## src/rtl/pwm_pkg.sv

```systemverilog
// Shared widths, timeout constant and capture FSM states for the PWM capture block.
package pwm_pkg;

    localparam int unsigned DUTY_W   = 11;
    localparam int unsigned PERIOD_W = 12;

    localparam logic [PERIOD_W-1:0] CAP_TIMEOUT = 12'hFFF;

    typedef enum logic [1:0] {
        IDLE,
        HIGH,
        LOW
    } cap_state_t;

    // High sample count minus one, saturated into the duty word.
    function automatic logic [DUTY_W-1:0] duty_from_high(input logic [PERIOD_W-1:0] high_cnt);
        logic [PERIOD_W-1:0] m1;
        m1 = high_cnt - 1'b1;
        if (m1 > PERIOD_W'({DUTY_W{1'b1}})) begin
            return {DUTY_W{1'b1}};
        end
        return m1[DUTY_W-1:0];
    endfunction

endpackage

```

## src/rtl/pwm_in_cond.sv

```systemverilog
// Input conditioning: two-flop synchronizer, optional glitch filter, history flop, edge detect.
// The glitch filter is compiled in with `define PWM_CAP_GLITCH_FILTER_EN.
module pwm_in_cond
    import pwm_pkg::*;
(
    input  logic clk,
    input  logic rst_n,
    input  logic pwm_in,
    output logic level,
    output logic rise,
    output logic fall
);

    logic sync1_q, sync2_q, hist_q;

    always_ff @(posedge clk or negedge rst_n) begin
        if (!rst_n) begin
            sync1_q <= 1'b0;
            sync2_q <= 1'b0;
            hist_q  <= 1'b0;
        end else begin
            sync1_q <= pwm_in;
            sync2_q <= sync1_q;
            hist_q  <= level;
        end
    end

`ifdef PWM_CAP_GLITCH_FILTER_EN
    logic       filt_q;
    logic [1:0] filt_cnt_q;

    // Third consecutive differing sample flips the level in that same cycle.
    always_comb begin
        level = filt_q;
        if (sync2_q != filt_q && filt_cnt_q == 2'd2) begin
            level = sync2_q;
        end
    end

    always_ff @(posedge clk or negedge rst_n) begin
        if (!rst_n) begin
            filt_q     <= 1'b0;
            filt_cnt_q <= 2'd0;
        end else begin
            filt_q <= level;
            if (sync2_q == filt_q || filt_cnt_q == 2'd2) begin
                filt_cnt_q <= 2'd0;
            end else begin
                filt_cnt_q <= filt_cnt_q + 2'd1;
            end
        end
    end
`else
    assign level = sync2_q;
`endif

    assign rise = level & ~hist_q;
    assign fall = ~level & hist_q;

endmodule

```

## src/rtl/pwm_capture11.sv

```systemverilog
// Recovers the 11-bit duty word and period of an asynchronous PWM input.
// Optional input glitch filter: `define PWM_CAP_GLITCH_FILTER_EN.
module pwm_capture11
    import pwm_pkg::*;
(
    input  logic                clk,
    input  logic                rst_n,
    input  logic                pwm_in,
    output logic [DUTY_W-1:0]   duty,
    output logic [PERIOD_W-1:0] period,
    output logic                valid,
    output logic                stuck_hi,
    output logic                stuck_lo
);

    logic level, rise, fall;

    pwm_in_cond u_cond (
        .clk    (clk),
        .rst_n  (rst_n),
        .pwm_in (pwm_in),
        .level  (level),
        .rise   (rise),
        .fall   (fall)
    );

    cap_state_t          state_q, state_d;
    logic [PERIOD_W-1:0] period_cnt_q, period_cnt_d;
    logic [PERIOD_W-1:0] high_cnt_q, high_cnt_d;
    logic [DUTY_W-1:0]   duty_q, duty_d;
    logic [PERIOD_W-1:0] period_q, period_d;
    logic                valid_q, valid_d;
    logic                stuck_hi_q, stuck_hi_d;
    logic                stuck_lo_q, stuck_lo_d;
    logic                timeout;

    // Fires only on the step into saturation, so a held counter never repeats it.
    assign timeout = (period_cnt_q == CAP_TIMEOUT - 1'b1) && !rise && !fall;

    always_comb begin
        state_d      = state_q;
        high_cnt_d   = fall ? period_cnt_q : high_cnt_q;
        duty_d       = duty_q;
        period_d     = period_q;
        valid_d      = 1'b0;
        stuck_hi_d   = stuck_hi_q;
        stuck_lo_d   = stuck_lo_q;

        if (rise) begin
            period_cnt_d = PERIOD_W'(1);
        end else if (period_cnt_q == CAP_TIMEOUT) begin
            period_cnt_d = period_cnt_q;
        end else begin
            period_cnt_d = period_cnt_q + 1'b1;
        end

        unique case (state_q)
            IDLE: if (rise) state_d = HIGH;
            HIGH: if (fall) state_d = LOW;
            LOW: begin
                if (rise) begin
                    period_d   = period_cnt_q;
                    duty_d     = duty_from_high(high_cnt_q);
                    valid_d    = 1'b1;
                    stuck_hi_d = 1'b0;
                    stuck_lo_d = 1'b0;
                    state_d    = HIGH;
                end
            end
            default: state_d = IDLE;
        endcase

        if (timeout) begin
            if (level) begin
                stuck_hi_d = 1'b1;
                duty_d     = {DUTY_W{1'b1}};
            end else begin
                stuck_lo_d = 1'b1;
                duty_d     = '0;
            end
            period_d = '0;
            valid_d  = 1'b1;
            state_d  = IDLE;
        end
    end

    always_ff @(posedge clk or negedge rst_n) begin
        if (!rst_n) begin
            state_q      <= IDLE;
            period_cnt_q <= '0;
            high_cnt_q   <= '0;
            duty_q       <= '0;
            period_q     <= '0;
            valid_q      <= 1'b0;
            stuck_hi_q   <= 1'b0;
            stuck_lo_q   <= 1'b0;
        end else begin
            state_q      <= state_d;
            period_cnt_q <= period_cnt_d;
            high_cnt_q   <= high_cnt_d;
            duty_q       <= duty_d;
            period_q     <= period_d;
            valid_q      <= valid_d;
            stuck_hi_q   <= stuck_hi_d;
            stuck_lo_q   <= stuck_lo_d;
        end
    end

    assign duty     = duty_q;
    assign period   = period_q;
    assign valid    = valid_q;
    assign stuck_hi = stuck_hi_q;
    assign stuck_lo = stuck_lo_q;

endmodule

```

## config.mk

```make
export PLATFORM = sky130hd
export DESIGN_NAME = pwm_capture11
export DESIGN_NICKNAME = d
export VERILOG_FILES = /design/src/rtl/pwm_pkg.sv /design/src/rtl/pwm_in_cond.sv /design/src/rtl/pwm_capture11.sv
export SDC_FILE = /design/constraint.sdc
export NUM_CORES = 1
export LEC_CHECK = 0
export ABC_AREA = 1
export CAP_MARGIN = 15
export CORE_AREA = 2 2 73 75
export DETAILED_ROUTE_END_ITERATION = 12
export DIE_AREA = 0 0 75 77
export DONT_BUFFER_PORTS = 1
export GPL_TIMING_DRIVEN = 0
export PLACE_DENSITY_LB_ADDON = 0.08
export SYNTH_ARGS = -nofsm -noshare
export SYNTH_HDL_FRONTEND = slang
export SYNTH_SLANG_ARGS = --single-unit
```

## constraint.sdc

```tcl
create_clock -name clk -period 1.7 [get_ports clk]
set_clock_uncertainty 0.2 [all_clocks]
set_input_delay 0.255 -clock clk [delete_from_list [all_inputs] [get_ports clk]]
set_output_delay 0.255 -clock clk [all_outputs]
set_load 0.05 [all_outputs]
```

==> results.sh, run 1 <==
export IMPL_slew_headroom_pct=66.4
export IMPL_drt_iter0_markers=93
export IMPL_cp_arrival_ps=1800
export IMPL_synth_ff_type="dfrtp_1"
export IMPL_clock_latency_ps=310
export IMPL_synth_simple_area_share_pct=22.2
export IMPL_wirelength_um=6300
export IMPL_status="complete, but fails checks"
export IMPL_postRouteAntennaNets=0
export IMPL_cp_required_ps=1740
export IMPL_drive_above_1_share_pct=34.9
export IMPL_synth_top_family_by_area="simple AND/OR/NAND/NOR gates"
export IMPL_cts_num_sinks=55
export IMPL_grt_pass1_wl_um=10000
export IMPL_synth_top_cell_area_share_pct=52.3
export IMPL_cts_clk_slew_worst_paths_ps=100
export IMPL_synthMuxAreaShare_pct=0
export IMPL_reg2reg_from="period_cnt_q[0]"
export IMPL_die_y_um=77
export IMPL_worst_path_max_fanout=4
export IMPL_drc=0
export IMPL_multiInputGateArea_sq_mm=0.00127
export IMPL_die_area_sq_mm=0.00578
export IMPL_grt_max_degree=56
export IMPL_synth_distinct_cells=26
export IMPL_min_path_type="in2async"
export IMPL_cts_path_max_buffers=2
export IMPL_drv_slew=0
export IMPL_finalNonFillerCells=428
export IMPL_finalWorstSetupSlack_ps=-55.4
export IMPL_synth_xor_area_share_pct=1.66
export IMPL_n_antenna_cell=0
export IMPL_max_slew_worst_pin_slew_ps=505
export IMPL_syn_nets=319
export IMPL_ff2ff_setup_slack_ps=-60
export IMPL_critical_path_class="reg2reg"
export IMPL_synthArstFlopShare_pct=100
export IMPL_synthAdderAreaFrac_pct=1.90
export IMPL_fillCellCount=382
export IMPL_ys_top_cells_by_area="dfrtp_1, nand2_1, inv_1"
export IMPL_synthToLayoutAreaGrowth_pct=30.6
export IMPL_globalRouteOverflowTotal=0
export IMPL_worstSetupEndpointType="flop"
export IMPL_synth_compound_area_share_pct=13.5
export IMPL_setup_viol=28
export IMPL_grt_usage_pct=22.5
export IMPL_fmax_ghz=0.570
export IMPL_placed_area_sq_mm=0.00272
export IMPL_cts_root_buf="clkbuf_8"
export IMPL_io_buffer_count=0
export IMPL_gp_congestion=0.781
export IMPL_r2r_end="period_cnt_q[5]"
export IMPL_final_common_cell="nand2_1"
export IMPL_synthCells=312
export IMPL_grt_pass1_vias=2266
export IMPL_syn_area_per_cell_sq_um=8.44
export IMPL_vdd_ir_drop_max_mv=0.814
export IMPL_cp_start_kind="flop"
export IMPL_rsz0062_at_grt="true"
export IMPL_wl_per_cell_um=14.7
export IMPL_synth_largest_area_cell="dfrtp_1"
export IMPL_design_area_sq_mm=0.00344
export IMPL_dp_cells=382
export IMPL_rows=26
export IMPL_fp_dieW_um=75
export IMPL_power_density_mw_per_mm2=1360
export IMPL_cts_hold_buf=1
export IMPL_p_leak_nw=1.70
export IMPL_synth_seq_cells=55
export IMPL_num_nets_final=364
export IMPL_htreeDepth=2
export IMPL_violations="negative hold slack, negative setup slack"
export IMPL_ys_warn_count=0
export IMPL_syn_area_sq_mm=0.00263
export IMPL_cts_tree="yes"
export IMPL_via_per_inst=5.23
export IMPL_fin_crit_ps=1760
export IMPL_seqCellArea_sq_mm=0.00139
export IMPL_period_share_pct=103
export IMPL_initial_core_util_pct=52.9
export IMPL_layout_common_cells="nand2_1, dfrtp_1, buf_4"
export IMPL_total_power_mw=4.67
export IMPL_final_hold_violation_count=55
export IMPL_dp_hpwl_um=3830
export IMPL_setup_tns_ps=-402
export IMPL_grt_antenna_before_repair=0
export IMPL_core_sq_mm=0.00498
export IMPL_cts_inserted_buffers=5
export IMPL_ys_seq_area_share_pct=52.3
export IMPL_rr_worst_depth=10
export IMPL_io_pins=29
export IMPL_dr_total_vias=2237
export IMPL_drv_cap=0
export IMPL_hold_ws_ps=-574
export IMPL_synth_edf_count=0
export IMPL_dr_pass1_iters=4
-- critical path: stages (launching register included) --
cell and delay, ps:
dfrtp_2 400, buf_6 110, ha_4 150, inv_4 40, nor2_4 120, inv_2 60, nor2_4 200, nand2_4 100
nand3b_1 120, nand2_2 70, a21oi_2 110
-- routing by layer --
layer	up-vias	track usage [%]	share of wire (%)
li1	1099	-	-
met2	41	38.7	55
met1	1090	27.2	40
met5	-	0	0
met3	7	4.34	3.8
met4	0	8.39	1.2
-- cells in the mapped netlist (8+ instances only) --
cell / n
nand2_1: 68
a22oi_1: 8
nor2_1: 31
dfrtp_1: 55
a21oi_1: 18
inv_1: 43
nand3_1: 19
o21ai_0: 25
-- state kept, by name (all words and copies together) (netlist names) --
register        flops
u_cond.hist_q       1
state_q             2
duty               11
u_cond.level        1
u_cond.sync1_q      1
valid               1
period             12
stuck_lo            1
high_cnt_q         12
stuck_hi            1
period_cnt_q       12
-- report_power, final --
group | internal, mW | total (mW) | switching, mW
clock network | 0.477 | 0.904 | 0.427
logic | 0.605 | 1.34 | 0.739
registers | 1.57 | 2.42 | 0.852
-- how the worst max path moves through the flow --
| stage | from | to | slack (ps) | cells past startpoint |
|---|---|---|---|---|
| finish | period_cnt_q[0] | period_cnt_q[5] | -60 | 10 |
| detailed placement | period_cnt_q[1] | period_cnt_q[5] | -370 | 9 |
| global placement | period_cnt_q[1] | period_cnt_q[7] | -320 | 9 |
| CTS | period_cnt_q[0] | period[6] | -20 | 10 |
| global route | period_cnt_q[0] | period_cnt_q[7] | -110 | 10 |
| floorplan | period_cnt_q[0] | period[2] | 1 | 10 |
-- cell type report --
cell class,count,area share [%]
Buffer,8,1.89
Timing Repair Buffer,39,9.43
Sequential cell,55,40.5
Multi-Input combinational cell,203,36.9
Inverter,45,5.35
Clock inverter,2,1.02
Tap cell,70,2.55
Clock buffer,6,2.40
-- through the flow --
stage / setup WS (ps) / utilization, %
2_1_floorplan: 1.03 / -
3_3_place_gp: -316 / 54.7
3_5_place_dp: -373 / 54.7
4_1_cts: -18.3 / 64.1
5_1_grt: -114 / 69.1
6_report: -55.4 / 69.1
-- cell families (layout without fill, tap and decap cells) --
| kind of cell | after synthesis | count (layout) |
|---|---|---|
| flops | 55 | 55 |
| simple gates | 134 | 134 |
| fa+ha+maj | 4 | 4 |
| xor+xnor | 5 | 5 |
| buf+inv | 54 | 100 |
| compound gates | 60 | 60 |
-- what timing repair did --
| action | 4_1_cts | 5_1_grt |
|---|---|---|
| setup endpoints to repair | 35 | 33 |
| gates resized for setup | 47 | 46 |
| buffers inserted | 23 | 13 |
| endpoints found under the hold margin | 56 | 55 |
| pin swaps | 12 | 15 |
| gates cloned | 1 | 1 |
Power figures use the tool's default switching activity.
==> run 2, diff against run 1 <==
- ABC_AREA: 1 -> default
- BUFFER_PORTS_ARGS: default -> -buffer_cell sky130_fd_sc_hd__buf_2
- CORE_AREA: 2 2 73 75 -> 2 2 75 77
- DIE_AREA: 0 0 75 77 -> 0 0 77 79
- DONT_BUFFER_PORTS: 1 -> default
==> results.sh, run 2 <==
export IMPL_globalRouteOverflowTotal=0
export IMPL_slowest_stage="dfrtp_2"
export IMPL_layout_common_cells="buf_4, dfrtp_1, nand2_1"
export IMPL_power_density_mw_per_mm2=1240
export IMPL_ys_warn_count=0
export IMPL_postRouteAntennaNets=0
export IMPL_cp_required_ps=1700
export IMPL_cts_root_buf="clkbuf_8"
export IMPL_grt_antenna_before_repair=0
export IMPL_drc=0
export IMPL_grt_max_degree=33
export IMPL_syn_area_sq_mm=0.00269
export IMPL_slowest_delay_ps=460
export IMPL_via_per_inst=5.50
export IMPL_dr_pass1_iters=4
export IMPL_violations="negative setup slack"
export IMPL_synthToLayoutAreaGrowth_pct=51.2
export IMPL_synthArstFlopShare_pct=100
export IMPL_ys_seq_area_share_pct=51.2
export IMPL_synthTopCellsByCount="dfrtp_1, nand2_1, nor2_1"
export IMPL_io_pins=29
export IMPL_hold_ws_ps=158
export IMPL_clock_latency_ps=310
export IMPL_design_area_sq_mm=0.00407
export IMPL_die_area_sq_mm=0.00608
export IMPL_syn_area_per_cell_sq_um=10.3
export IMPL_status="complete, but fails checks"
export IMPL_htreeDepth=2
export IMPL_crit_family="compound AO/OA/AOI/OAI gates"
export IMPL_finalWorstSetupSlack_ps=-257
export IMPL_fp_dieW_um=77
export IMPL_utilization_pct=76.2
export IMPL_cp_num_buf_inv=1
export IMPL_worst_path_max_fanout=5
export IMPL_rsz0062_at_grt="true"
export IMPL_worstSetupEndpointType="flop"
export IMPL_grt_usage_pct=24.4
export IMPL_drt_iter0_markers=145
export IMPL_final_hold_violation_count=0
export IMPL_dp_cells=362
export IMPL_io_buffer_count=28
export IMPL_vdd_ir_drop_max_mv=0.847
export IMPL_rows=27
export IMPL_wl_per_cell_um=18.0
export IMPL_dr_total_vias=2376
export IMPL_drv_slew=0
export IMPL_drv_cap=0
export IMPL_cts_tree="yes"
export IMPL_cts_path_max_buffers=2
export IMPL_fillCellCount=339
export IMPL_max_slew_worst_pin_slew_ps=567
export IMPL_cts_clk_slew_worst_paths_ps=100
export IMPL_crit_start="high_cnt_q[1]"
export IMPL_min_from="u_cond.sync1_q"
export IMPL_critical_path_class="reg2reg"
export IMPL_yosysMostFrequentCell="dfrtp_1"
export IMPL_p_leak_nw=1.84
export IMPL_synth_ff_type="dfrtp_1"
export IMPL_placed_area_sq_mm=0.00300
export IMPL_cp_cell_sequence="inv_2 > ha_4 > nand3b_1 > a221oi_2 > nor4_1 > a211o_1"
export IMPL_synth_largest_area_cell="dfrtp_1"
export IMPL_final_common_cell="buf_4"
export IMPL_cts_num_sinks=55
export IMPL_wirelength_um=7760
export IMPL_core_sq_mm=0.00534
export IMPL_dp_hpwl_um=4110
export IMPL_synth_seq_cells=55
export IMPL_cts_inserted_buffers=5
export IMPL_synth_edf_count=0
export IMPL_cp_start_kind="flop"
export IMPL_num_nets_final=366
export IMPL_gp_congestion=0.765
export IMPL_syn_nets=268
export IMPL_setup_viol=32
export IMPL_fin_crit_ps=1960
export IMPL_die_y_um=79
export IMPL_finalNonFillerCells=432
export IMPL_n_antenna_cell=0
export IMPL_initial_core_util_pct=50.4
export IMPL_reg2reg_from="high_cnt_q[1]"
export IMPL_min_path_type="reg2reg"
export IMPL_drive_above_1_share_pct=58.1
export IMPL_synthCells=261
export IMPL_synth_top_cell_area_share_pct=51.2
export IMPL_slew_headroom_pct=62.2
export IMPL_ys_top_cells_by_area="dfrtp_1, nand2_1, mux2_2"
export IMPL_grt_pass1_vias=2370
export IMPL_synth_distinct_cells=53
export IMPL_grt_pass1_wl_um=11500
export IMPL_cp_arrival_ps=1960
export IMPL_fmax_ghz=0.511
export IMPL_period_share_pct=115
==> run 2: changes by cell type after synthesis, moves of 8 or more <==
cell      previous run  this run
o21ai_0             25         5
xnor2_1              1         9
a211oi_1             0         9
nand2_1             68        38
a22oi_1              8         0
mux2_2               0        11
inv_1               43         5
nand3_1             19         6
==> run 2: where the power goes <==
part | internal, mW | switching [mW]
clock network | 0.333 | 0.434
registers | 1.60 | 0.245
logic | 0.972 | 1.48
total | 2.90 | 2.16
==> run 2: timing repair <==
item                                    in CTS  in global routing
gates cloned                                 1                  1
buffers inserted                            41                 21
endpoints found under the hold margin       24                  0
resized for setup                           61                 68
endpoints found under the setup margin      47                 47
hold buffers                                 2                  0
pin swaps                                   18                 34
==> run 2: cell type report <==
class,count,area (sq um),share of cell area [%]
Multi-Input combinational cell,188,1610,39.6
Clock buffer,6,82.6,2.03
Tap cell,72,90.1,2.22
Buffer,10,92.6,2.28
Sequential cell,55,1400,34.3
Clock inverter,2,16.3,0.400
Timing Repair Buffer,94,762,18.7
Inverter,5,18.8,0.462
==> run 2: per-layer routing <==
layer  vias to the layer above  track usage [%]  part of all wire (%)
li1                       1119                -                     -
met1                      1169             30.4                    42
met2                        66             43.6                    51
met3                        22             3.07                   4.0
met4                         0             9.11                   3.2
met5                         -                0                     0
==> run 2: kinds of logic (layout without fill, tap and decap cells) <==
kind of cell / count (synthesis) / count (layout) / share of synthesized area, %
adders and majority gates: 5 / 5 / 2.23
xor gates and xnor gates: 16 / 16 / 5.21
DFF: 55 / 55 / 51.2
AOI/OAI and AO/OA: 49 / 49 / 12.9
and+or+nand+nor: 107 / 107 / 20.9
buffers and inverters: 18 / 117 / 3.02
muxes: 11 / 11 / 4.60
==> run 2: worst paths after layout <==
check	endpoint	slack (ps)	cells after the start
max in group asynchronous	period_cnt_q[10]	440	3
worst min register to register	u_cond.level	160	0
min in group asynchronous	valid	280	2
worst max register to register	duty[6]	-260	6
worst min-delay path	u_cond.level	160	0
worst max-delay path	duty[6]	-260	6
==> run 2: worst reg2reg max path: stages, from the launching register on <==
cell      delay, ps
dfrtp_2         460
inv_2            90
ha_4            160
nand3b_1        180
a221oi_2        390
nor4_1          100
a211o_1         270
==> run 2: metrics by stage <==
step                      setup slack (ps)  setup TNS [ps]  power, mW
after floorplan                       -197           -1560       3.24
after global placement                -441           -9400       3.61
after detailed placement              -487          -10070       3.65
after CTS                             -243           -3680       4.71
after global routing                  -344           -5740       5.32
final                                 -257           -3770       5.06
==> run 3, diff against run 2 <==
- CORE_AREA: 2 2 75 77 -> 2 2 73 75
- DIE_AREA: 0 0 77 79 -> 0 0 75 77
- clock period: 1.7 -> 2.3 ns (I/O delays scaled with it)
==> results.sh, run 3 (synthesis gave the netlist of run 2 again) <==
export IMPL_fp_dieW_um=75
export IMPL_initial_core_util_pct=54.0
export IMPL_io_buffer_count=28
export IMPL_n_antenna_cell=0
export IMPL_period_share_pct=94.8
export IMPL_grt_pass1_wl_um=9560
export IMPL_slew_headroom_pct=60.0
export IMPL_dr_total_vias=2013
export IMPL_cp_cell_sequence="and4_1 > buf_4 > nand4_2 > o31ai_4 > o31ai_1 > a211o_1"
export IMPL_grt_pass1_vias=1930
export IMPL_io_pins=29
export IMPL_rows=26
export IMPL_drt_iter0_markers=122
export IMPL_globalRouteOverflowTotal=0
export IMPL_htreeDepth=2
export IMPL_max_slew_worst_pin_slew_ps=595
export IMPL_wl_per_cell_um=15.2
export IMPL_p_leak_nw=1.41
export IMPL_core_sq_mm=0.00498
export IMPL_status="completed"
export IMPL_drive_above_1_share_pct=24.1
export IMPL_vdd_ir_drop_max_mv=0.449
export IMPL_rsz0062_at_grt="false"
export IMPL_die_y_um=77
export IMPL_worstSetupEndpointType="flop"
export IMPL_hold_ws_ps=161
export IMPL_slowest_delay_ps=520
export IMPL_dr_pass1_iters=4
export IMPL_cts_tree="yes"
export IMPL_cp_num_buf_inv=1
export IMPL_pre_cts_ws_ps=145
export IMPL_cts_inserted_buffers=5
export IMPL_cp_arrival_ps=2180
export IMPL_final_hold_violation_count=0
export IMPL_die_area_sq_mm=0.00578
export IMPL_wirelength_um=5600
export IMPL_slowest_stage="dfrtp_1"
export IMPL_cts_root_buf="clkbuf_8"
export IMPL_cts_clk_slew_worst_paths_ps=90
export IMPL_gp_congestion=0.840
export IMPL_cts_path_max_buffers=2
export IMPL_cp_start_kind="flop"
export IMPL_drc=0
export IMPL_critical_path_class="reg2reg"
export IMPL_placed_area_sq_mm=0.00294
export IMPL_crit_family="compound AO/OA/AOI/OAI gates"
export IMPL_drv_cap=0
export IMPL_finalWorstSetupSlack_ps=120
export IMPL_design_area_sq_mm=0.00305
export IMPL_layout_common_cells="dfrtp_1, nand2_1, buf_2"
export IMPL_cts_num_sinks=55
export IMPL_power_density_mw_per_mm2=1040
export IMPL_synthToLayoutAreaGrowth_pct=13.3
export IMPL_setup_tns_ps=0
export IMPL_drv_slew=0
export IMPL_grt_usage_pct=21.7
export IMPL_num_nets_final=306
export IMPL_via_per_inst=5.46
export IMPL_fmax_ghz=0.459
export IMPL_setup_viol=0
export IMPL_worst_path_max_fanout=8
export IMPL_grt_max_degree=34
export IMPL_min_path_type="reg2reg"
export IMPL_fin_crit_ps=2180
export IMPL_cp_required_ps=2300
export IMPL_grt_antenna_before_repair=0
export IMPL_clock_latency_ps=310
export IMPL_postRouteAntennaNets=0
export IMPL_total_power_mw=3.18
export IMPL_dp_hpwl_um=3950
export IMPL_final_common_cell="dfrtp_1"
-- run 3: final timing paths --
path | start | to | slack (ps) | cells past startpoint
worst min-delay path | u_cond.sync1_q | u_cond.level | 160 | 0
max in group asynchronous | rst_n | u_cond.level | 1010 | 3
min in group asynchronous | rst_n | duty[10] | 330 | 2
worst min register to register | u_cond.sync1_q | u_cond.level | 160 | 0
worst max-delay path | period_cnt_q[9] | duty[6] | 120 | 6
worst max register to register | period_cnt_q[9] | duty[6] | 120 | 6
-- run 3: report_power, final --
part / switching (mW) / internal, mW
sequential: 0.165 / 1.17
clock: 0.310 / 0.209
combinational: 0.905 / 0.424
-- run 3: timing repair --
action                                 CTS  global route
buffers inserted                         0             0
resized for setup                        0             3
hold buffers                             2             0
setup endpoints to repair                0             2
endpoints found under the hold margin   23             0
-- run 3: worst register-to-register path, delay by kind of cell (launching register included) --
| family | cells | cell delay, ps |
|---|---|---|
| AOI/OAI and AO/OA | 3 | 770 |
| and+or+nand+nor | 2 | 420 |
| buffers and inverters | 1 | 160 |
| DFF | 1 | 520 |
-- run 3: layer usage --
metal | wire, um | global-route usage [%] | up-vias
li1 | - | - | 992
met3 | 216 | 4.73 | 8
met4 | 70 | 5.89 | 0
met5 | 0 | 0 | -
met2 | 2750 | 33.5 | 40
met1 | 2570 | 30.9 | 973
-- run 3: layout make-up --
class | count | area [sq um]
Buffer | 13 | 63.8
Timing Repair Buffer | 31 | 180
Multi-Input combinational cell | 188 | 1240
Clock inverter | 2 | 13.8
Inverter | 5 | 18.8
Tap cell | 70 | 87.6
Clock buffer | 5 | 68.8
Fill cell | 452 | 1930
Sequential cell | 55 | 1380
-- run 3: per-stage QoR --
stage | util [%] | std cells
after floorplan | - | 261
after global routing | 61.2 | 369
after detailed placement | 59.0 | 360
after CTS | 61.1 | 369
final | 61.2 | 369
after global placement | 58.6 | 359
